File: src/rtl/ramped_reg_gate.sv
// Per-channel gain gate that ramps each channel's gain between 0 and full scale, one step every ramp_rate cycles.
// Optional macro RAMPED_REG_GATE_EXTTRIG_EN qualifies every channel enable with a synchronized exttrig.
module ramped_reg_gate #(
  parameter int NCH    = 4,
  parameter int WIDTH  = 16,
  parameter int GAIN_W = 8
) (
  input  logic                   clk,
  input  logic                   reset,
  input  logic [NCH*WIDTH-1:0]   din,
  input  logic [NCH-1:0]         gate_en,
  input  logic [15:0]            ramp_rate,
  input  logic                   exttrig,
  output logic [NCH*WIDTH-1:0]   dout,
  output logic [2*NCH-1:0]       state,
  output logic                   busy
);

  localparam logic [1:0] S_OFF  = 2'd0;
  localparam logic [1:0] S_UP   = 2'd1;
  localparam logic [1:0] S_ON   = 2'd2;
  localparam logic [1:0] S_DOWN = 2'd3;

  localparam logic [GAIN_W:0] FULL   = {1'b1, {GAIN_W{1'b0}}};
  localparam logic [GAIN_W:0] FULLM1 = {1'b0, {GAIN_W{1'b1}}};
  localparam logic [GAIN_W:0] ONE    = {{GAIN_W{1'b0}}, 1'b1};
  localparam int              PW     = WIDTH + GAIN_W + 2;

  logic [NCH-1:0] en;

`ifdef RAMPED_REG_GATE_EXTTRIG_EN
  logic trig_s1, trig_s2;

  always_ff @(posedge clk) begin
    if (reset) begin
      trig_s1 <= 1'b0;
      trig_s2 <= 1'b0;
    end else begin
      trig_s1 <= exttrig;
      trig_s2 <= trig_s1;
    end
  end

  assign en = gate_en & {NCH{trig_s2}};
`else
  logic unused_exttrig;
  assign unused_exttrig = exttrig;
  assign en = gate_en;
`endif

  logic [1:0]      st    [NCH];
  logic [1:0]      st_n  [NCH];
  logic [GAIN_W:0] g     [NCH];
  logic [GAIN_W:0] g_n   [NCH];
  logic [15:0]     cnt   [NCH];
  logic [15:0]     cnt_n [NCH];
  logic [NCH-1:0]  step;
  logic            bypass;
  logic            busy_n;

  assign bypass = (ramp_rate == 16'd0);

  // The compare is ">=" so a counter left above a freshly lowered ramp_rate steps immediately.
  for (genvar k = 0; k < NCH; k++) begin : g_step
    assign step[k] = ({1'b0, cnt[k]} + 17'd1) >= {1'b0, ramp_rate};
  end

  // Reversal has priority over stepping, so direction changes keep the current gain.
  always_comb begin
    for (int k = 0; k < NCH; k++) begin
      st_n[k]  = st[k];
      g_n[k]   = g[k];
      cnt_n[k] = cnt[k];
      case (st[k])
        S_OFF: begin
          if (en[k]) begin
            if (bypass) begin
              st_n[k] = S_ON;
              g_n[k]  = FULL;
            end else begin
              st_n[k]  = S_UP;
              cnt_n[k] = '0;
            end
          end
        end
        S_UP: begin
          if (!en[k]) begin
            st_n[k]  = S_DOWN;
            cnt_n[k] = '0;
          end else if (g[k] == FULL) begin
            st_n[k]  = S_ON;
            cnt_n[k] = '0;
          end else if (step[k]) begin
            g_n[k]   = g[k] + ONE;
            cnt_n[k] = '0;
            if (g[k] == FULLM1) st_n[k] = S_ON;
          end else begin
            cnt_n[k] = cnt[k] + 16'd1;
          end
        end
        S_ON: begin
          if (!en[k]) begin
            if (bypass) begin
              st_n[k] = S_OFF;
              g_n[k]  = '0;
            end else begin
              st_n[k]  = S_DOWN;
              cnt_n[k] = '0;
            end
          end
        end
        S_DOWN: begin
          if (en[k]) begin
            st_n[k]  = S_UP;
            cnt_n[k] = '0;
          end else if (g[k] == '0) begin
            st_n[k]  = S_OFF;
            cnt_n[k] = '0;
          end else if (step[k]) begin
            g_n[k]   = g[k] - ONE;
            cnt_n[k] = '0;
            if (g[k] == ONE) st_n[k] = S_OFF;
          end else begin
            cnt_n[k] = cnt[k] + 16'd1;
          end
        end
        default: begin
          st_n[k] = S_OFF;
        end
      endcase
    end
  end

  // Bit 0 of the encoding is set exactly in the two ramping states.
  always_comb begin
    busy_n = 1'b0;
    for (int k = 0; k < NCH; k++) begin
      busy_n = busy_n | st_n[k][0];
    end
  end

  always_ff @(posedge clk) begin
    if (reset) begin
      for (int k = 0; k < NCH; k++) begin
        st[k]  <= S_OFF;
        g[k]   <= '0;
        cnt[k] <= '0;
      end
      busy <= 1'b0;
    end else begin
      for (int k = 0; k < NCH; k++) begin
        st[k]  <= st_n[k];
        g[k]   <= g_n[k];
        cnt[k] <= cnt_n[k];
      end
      busy <= busy_n;
    end
  end

  // Full-scale gain is an exact power of two, so ON passes din unchanged and OFF gives 0.
  for (genvar k = 0; k < NCH; k++) begin : g_chan
    logic signed [WIDTH-1:0] x;
    logic signed [PW-1:0]    xe;
    logic signed [PW-1:0]    ge;
    logic signed [PW-1:0]    prod;
    logic        [WIDTH-1:0] y;

    assign x  = din[k*WIDTH +: WIDTH];
    assign xe = PW'(x);
    assign ge = PW'($signed({1'b0, g[k]}));

    always_ff @(posedge clk) begin
      if (reset) begin
        prod <= '0;
        y    <= '0;
      end else begin
        prod <= xe * ge;
        y    <= WIDTH'(prod >>> GAIN_W);
      end
    end

    assign dout[k*WIDTH +: WIDTH] = y;
    assign state[2*k +: 2]        = st[k];
  end

endmodule

File: config.mk
export PLATFORM = sky130hd
export DESIGN_NAME = ramped_reg_gate
export DESIGN_NICKNAME = d
export VERILOG_FILES = /design/src/rtl/ramped_reg_gate.sv
export SDC_FILE = /design/constraint.sdc
export NUM_CORES = 2
export LEC_CHECK = 0
export CAP_MARGIN = 10
export CORE_ASPECT_RATIO = 1.4
export CORE_MARGIN = 2
export CORE_UTILIZATION = 50
export DETAILED_ROUTE_END_ITERATION = 8
export PLACE_DENSITY = 0.68
export SLEW_MARGIN = 20
export SYNTH_ARGS = -nofsm -noshare
export SYNTH_HDL_FRONTEND = slang
export SYNTH_SLANG_ARGS = --single-unit
File: constraint.sdc
create_clock -name clk -period 7.1 [get_ports clk]
set_input_delay 2.13 -clock clk [delete_from_list [all_inputs] [get_ports clk]]
set_output_delay 2.13 -clock clk [all_outputs]
set_load 0.1 [all_outputs]
Word level (Yosys, flattened, before mapping)
Memory sizes are Yosys's and may differ from the RTL's.
Index checks and enable logic that the tools add are counted.
{ "classes": {"n_lt_le_gt_ge": 4, "reduce_logical": 9, "add_sub_neg": 16, "mul": 4, "mux": 141, "n_eq_ne": 24, "bitwise": 15} }
{ "op_table": {"columns": ["cell", "count"], "rows": [
  ["two-way mux 16 bit", 36],
  ["two-way mux 9 bit", 44],
  ["case mux 16 bit (4 select lines)", 4],
  ["case mux 9 bit (4 select lines)", 4],
  ["multiplier 16 x 10 -> 24 bit", 4],
  ["two-way mux 2 bit", 46],
  ["adder 16 x 1 -> 17 bit, second input constant", 4],
  [">= comparator 17 x 16 -> 1 bit", 4],
  ["adder 16 x 1 -> 16 bit, second input constant", 4],
  ["adder 9 x 1 -> 9 bit, second input constant", 4],
  ["equality test 9 x 1 -> 1 bit, second input constant", 4],
  ["equality test 9 x 8 -> 1 bit, second input constant", 4],
  ["equality test 9 bit, second input constant", 4],
  ["zero test 9 bit", 4],
  ["subtractor 9 x 1 -> 9 bit, second input constant", 4],
  ["case mux 2 bit (4 select lines)", 4],
  ["equality test 2 bit, second input constant", 8],
  ["zero test 16 bit", 1],
  ["bitwise OR 1 bit", 15],
  ["equality test 2 x 1 -> 1 bit, second input constant", 4],
  ["zero test 2 bit", 4],
  ["two-way mux 1 bit", 3]
]} }
{ "word_totals": {"input_bits": 87, "ram_bits": 108, "ff_bits": 161, "wordCells": 225, "output_inout_bits": 73, "memories": 3} }
{ "mem_list": {"columns": ["name", "words", "word_bits", "read_ports", "rd_clocked_by_memory_dff", "wr", "line_no", "text"], "rows": [
  ["cnt", 4, 16, 4, 0, 4, "55", "logic [15:0] cnt [NCH];"],
  ["g", 4, 9, 4, 0, 4, "53", "logic [GAIN_W:0] g [NCH];"],
  ["st", 4, 2, 4, 0, 4, "51", "logic [1:0] st [NCH];"]
]} }

Depth between registers and ports, before layout
An unclocked memory read counts as a cell.
{ "depth": {"depth_word": 10, "mapped_depth": 23} }

Worst setup path after synthesis
OpenSTA, ideal clock, no wires.
{ "synth_timing": {"kind": "input to register", "start": "input port din[11]", "end": "register g_chan[0].prod[21]", "setup_time_ps": 128, "required_ps": 6972, "path_stages": 20, "path_buffers": 1, "arrival_time_ps": 7014, "setup_slack_ps": -42, "path_cell_list": "buf_1 -> nand2_1 -> fa_1 -> inv_1 -> fa_1 -> fa_1 -> fa_1 -> inv_1 -> fa_1 -> inv_1 -> ha_1 -> a21o_1 -> a21o_1 -> a221oi_1 -> o211ai_1 -> and3_1 -> o31ai_1 -> nor2b_1 -> xnor2_1 -> nor2_1"} }
{ "synth_between": {"elab_chain_cells": 1} }
{ "synth_rtl": {"columns": ["element", "line_no", "text"], "rows": [
  ["start, declared", "10", "input logic [NCH*WIDTH-1:0] din,"],
  ["multiplier 16 x 10 -> 24 bit", "177", "prod <= xe * ge;"],
  ["end signal, assigned", "177", null],
  ["end, declared", "165", "logic signed [PW-1:0] prod;"]
]} }
No other way between the ends.
A chain may end at the register's enable or synchronous reset.

Worst setup path after layout
{ "layout_timing": {"start": "input port din[29]", "end": "register g_chan[1].prod[21]"} }
{ "layout_between": {"elab_chain_cells": 1} }
{ "layout_rtl": {"columns": ["element", "line_no"], "rows": [
  ["multiplier 16 x 10 -> 24 bit", "177"],
  ["end signal, assigned", "177"],
  ["end, declared", "165"]
]} }
No other way between the ends.

==> results.tsv <==
metric	value	unit
fin_nets	4646	
rsz0062_at_grt	no	
async_flop_share	0	
place_ws	-0.866	ns
crit_path_frequent_cell	fa_1	
final_area	35900	um2
cts-buffers-inserted	28	
postSynthAreaPerCell	8.72	um2
vias	24296	
final_common_cell	inv_1	
tritoncts	built	
ios	160	
chipWidth	214	um
grtUsageTotal	0.233	
startpoint_type	input port	
final_cells	4653	
cts_root_buffer	clkbuf_16	
cp_top_family	adder cells	
slowest_delay	0.62	ns
fp-row-count	107	
p_clk_frac	0.429	
power.switching	1160	uW
die_area	63700	um2
tightest_slew	1.12	ns
cts_buffer_depth	3	
fin_crit_sh	0.974	
reg2reg_from	g[1][4]	
finalClockSkew	0.0498	ns
fill_cells	5481	
final_hold_viol_count	0	
grt.overflow.total	0	
core_area	60900	um2
start_util	0.506	
clock-sinks	237	
multi_input_area	23400	um2
layout.area.seq	4740	um2
ir_drop	0.204	mV
syn_area	30800	um2
synth_fp_nets	4367	
first_iter_violations	968	
intPower	2610	uW
wl	71900	um
crit_slowest_cell	clkdlybuf4s50_1	
crit_fanout	4	
grt_pass1_wl	121000	um
seqPwrFrac	0.372	
hold_end	g_chan[0].y[0]	
drtPass1Iterations	5	
synthFlopType	dfxtp_1	
cp_data_arrival_time	7.40	ns
postPlaceCellArea	34600	um2
relSlewSlack	0.250	
setup_ws	0.188	ns
rrSetupSlack	1.33	ns
place_congestion	0.883	
htreeDepth	1	
io_buffers	158	
grt_pass1_vias	25314	
synth_warnings	0	
post_drt_wl_per_cell	15.4	um
outcome	complete, no violations	
synth_edf_count	0	
ys_ff_latch	237	
vias_per_cell	5.22	
drv_cap	0	
power.leakage	0.0184	uW
dp_hpwl	57000	um
final_cell_mix	inv_1 (574), fa_1 (456), nand2_1 (375)	
critical_path_buf_inv_count	5	
min_path_cells	1	
antenna_found_initial	1	
crit_type	in2reg	
timing.rr.end	g_chan[1].prod[21]	
path_cells	clkdlybuf4s50_1, nand2_1, fa_1, inv_1, fa_1, fa_1, fa_1, inv_1, fa_1, inv_1, ha_1, and2_1, and4_1, a2111oi_2, buf_4, nor3_4, or4_1, and3_1	
final-setup-viol-count	0	
postSynthCellCount	3535	
drive_gt1_frac	0.0905	
postRouteAntennaNets	0	
postCtsHoldBufs	0	
dp.cells	4596	
drc_errors	0	
pwr-share-comb	0.199	
p_per_area	105	nW/um2
clock_latency	0.60	ns
die_h	298	um
required	7.59	ns
hp-class	reg2reg	
worstRegToRegCells	19	
areaGrowthSynthToFinish	16.4	%
clock.fmax	0.145	GHz
final.min_clock_period	6.91	ns
min_from	g_chan[0].prod[8]	
end_kind	register	
grt_max_degree	85	
slew_violations	0	
yosysSeqAreaShare	0.154	
fin_setup_tns	0	ns
ys_types	79	
clkSlewWorstSetupHoldPaths	0.06	ns
p_sw_frac	0.307	
diodes	0	
per-stage QoR:
| step | hold slack, ns | utilization | total power [uW] |
|---|---|---|---|
| after floorplan | 0.414 | - | 1890 |
| after global placement | 0.418 | 0.568 | 2180 |
| after detailed placement | 0.423 | 0.568 | 2180 |
| after CTS | 0.403 | 0.586 | 3820 |
| after global routing | 0.438 | 0.589 | 3950 |
| final | 0.404 | 0.589 | 3770 |
layout make-up:
cell class              count  share of cell area
multi-input cells        2562               0.652
flip-flops and latches    237               0.132
repair buffers            411              0.0983
inverters                 574              0.0600
well taps                 817              0.0285
clock buffers              33              0.0209
clock inverters            19             0.00823
registers in the layout, indices dropped and copies added (netlist names):
name         cells
g_chan.y        64
g_chan.prod     64
g               36
cnt             64
st               8
busy             1
metal layers:
layer | track usage | routed length [um]
met1 | 0.273 | 29000
met4 | 0.0766 | 2280
met3 | 0.0192 | 2010
met5 | 0 | 13
met2 | 0.440 | 38500
cells in the mapped netlist (all sizes together), types with 4 or more instances:
cell type	n	area (um2)
inv	574	2150
fa	456	9130
nand2	375	1410
and2	329	2060
ha	289	3620
dfxtp	237	4740
nor2	176	661
a21oi	139	696
clkbuf	135	507
xnor2	97	850
nor2b	76	475
o21ai	65	325
nand3	64	320
nor3	52	265
xor2	50	438
a21o	45	339
a31oi	35	219
and3	31	195
a311oi	26	228
nand4	24	165
or3	24	155
buf	23	115
a211oi	15	118
nand2b	15	93.8
nor4	15	93.8
nor3b	13	103
a22oi	11	82.6
o21a	11	82.6
a221oi	10	87.6
o211ai	10	75.1
or4	9	67.6
and4	8	70.1
mux2i	8	80.1
nand3b	7	52.6
o31ai	7	52.6
a2111oi	6	52.6
o21bai	6	45.0
o22ai	6	37.5
o22a	5	43.8
a22o	4	35.0
o31a	4	35.0
worst register-to-register path, stage by stage (launching register included):
cell       delay [ns]
dfxtp_1          0.88
nand2_1          0.18
fa_1             0.55
fa_1             0.54
inv_1            0.05
fa_1             0.45
fa_1             0.49
inv_1            0.05
fa_1             0.47
inv_1            0.04
ha_1             0.28
nor2_1           0.11
nor2_1           0.04
o21ai_1          0.21
a31oi_4          0.08
a2111oi_2        0.38
buf_4            0.19
nor3_4           0.05
or4_1            0.46
and3_1           0.19
worst max path at each step:
stage / from / end / slack [ns] / cells after the start
after floorplan: din[27] / g_chan[1].prod[21] / 0.02 / 19
after global placement: din[23] / g_chan[1].prod[23] / -0.84 / 21
after detailed placement: din[23] / g_chan[1].prod[23] / -0.87 / 21
after CTS: din[4] / g_chan[0].prod[21] / 0.03 / 20
after global routing: din[1] / g_chan[0].prod[14] / 0.002 / 22
final: din[29] / g_chan[1].prod[21] / 0.19 / 18
power groups by stage:
stage / registers [uW] / clock network (uW) / logic (uW)
floorplan: 1500 / 0 / 398
global placement: 1430 / 0 / 743
detailed placement: 1430 / 0 / 748
CTS: 1400 / 1660 / 753
global route: 1410 / 1710 / 830
finish: 1400 / 1620 / 750
what timing repair did:
| item | CTS | global route |
|---|---|---|
| pin swaps | 5 | 14 |
| setup buffers | 2 | 3 |
| endpoints found under the setup margin | 10 | 30 |
| resized for setup | 24 | 44 |
cells by family after synthesis:
group | after synthesis | share of synthesized area
AOI/OAI and AO/OA | 433 | 0.0919
xor gates and xnor gates | 147 | 0.0418
adders and majority gates | 745 | 0.413
buffers and inverters | 736 | 0.0928
DFF | 237 | 0.154
muxes | 9 | 0.00296
and+or+nand+nor | 1228 | 0.203
No activity file was read; power rests on OpenSTA's default activity.
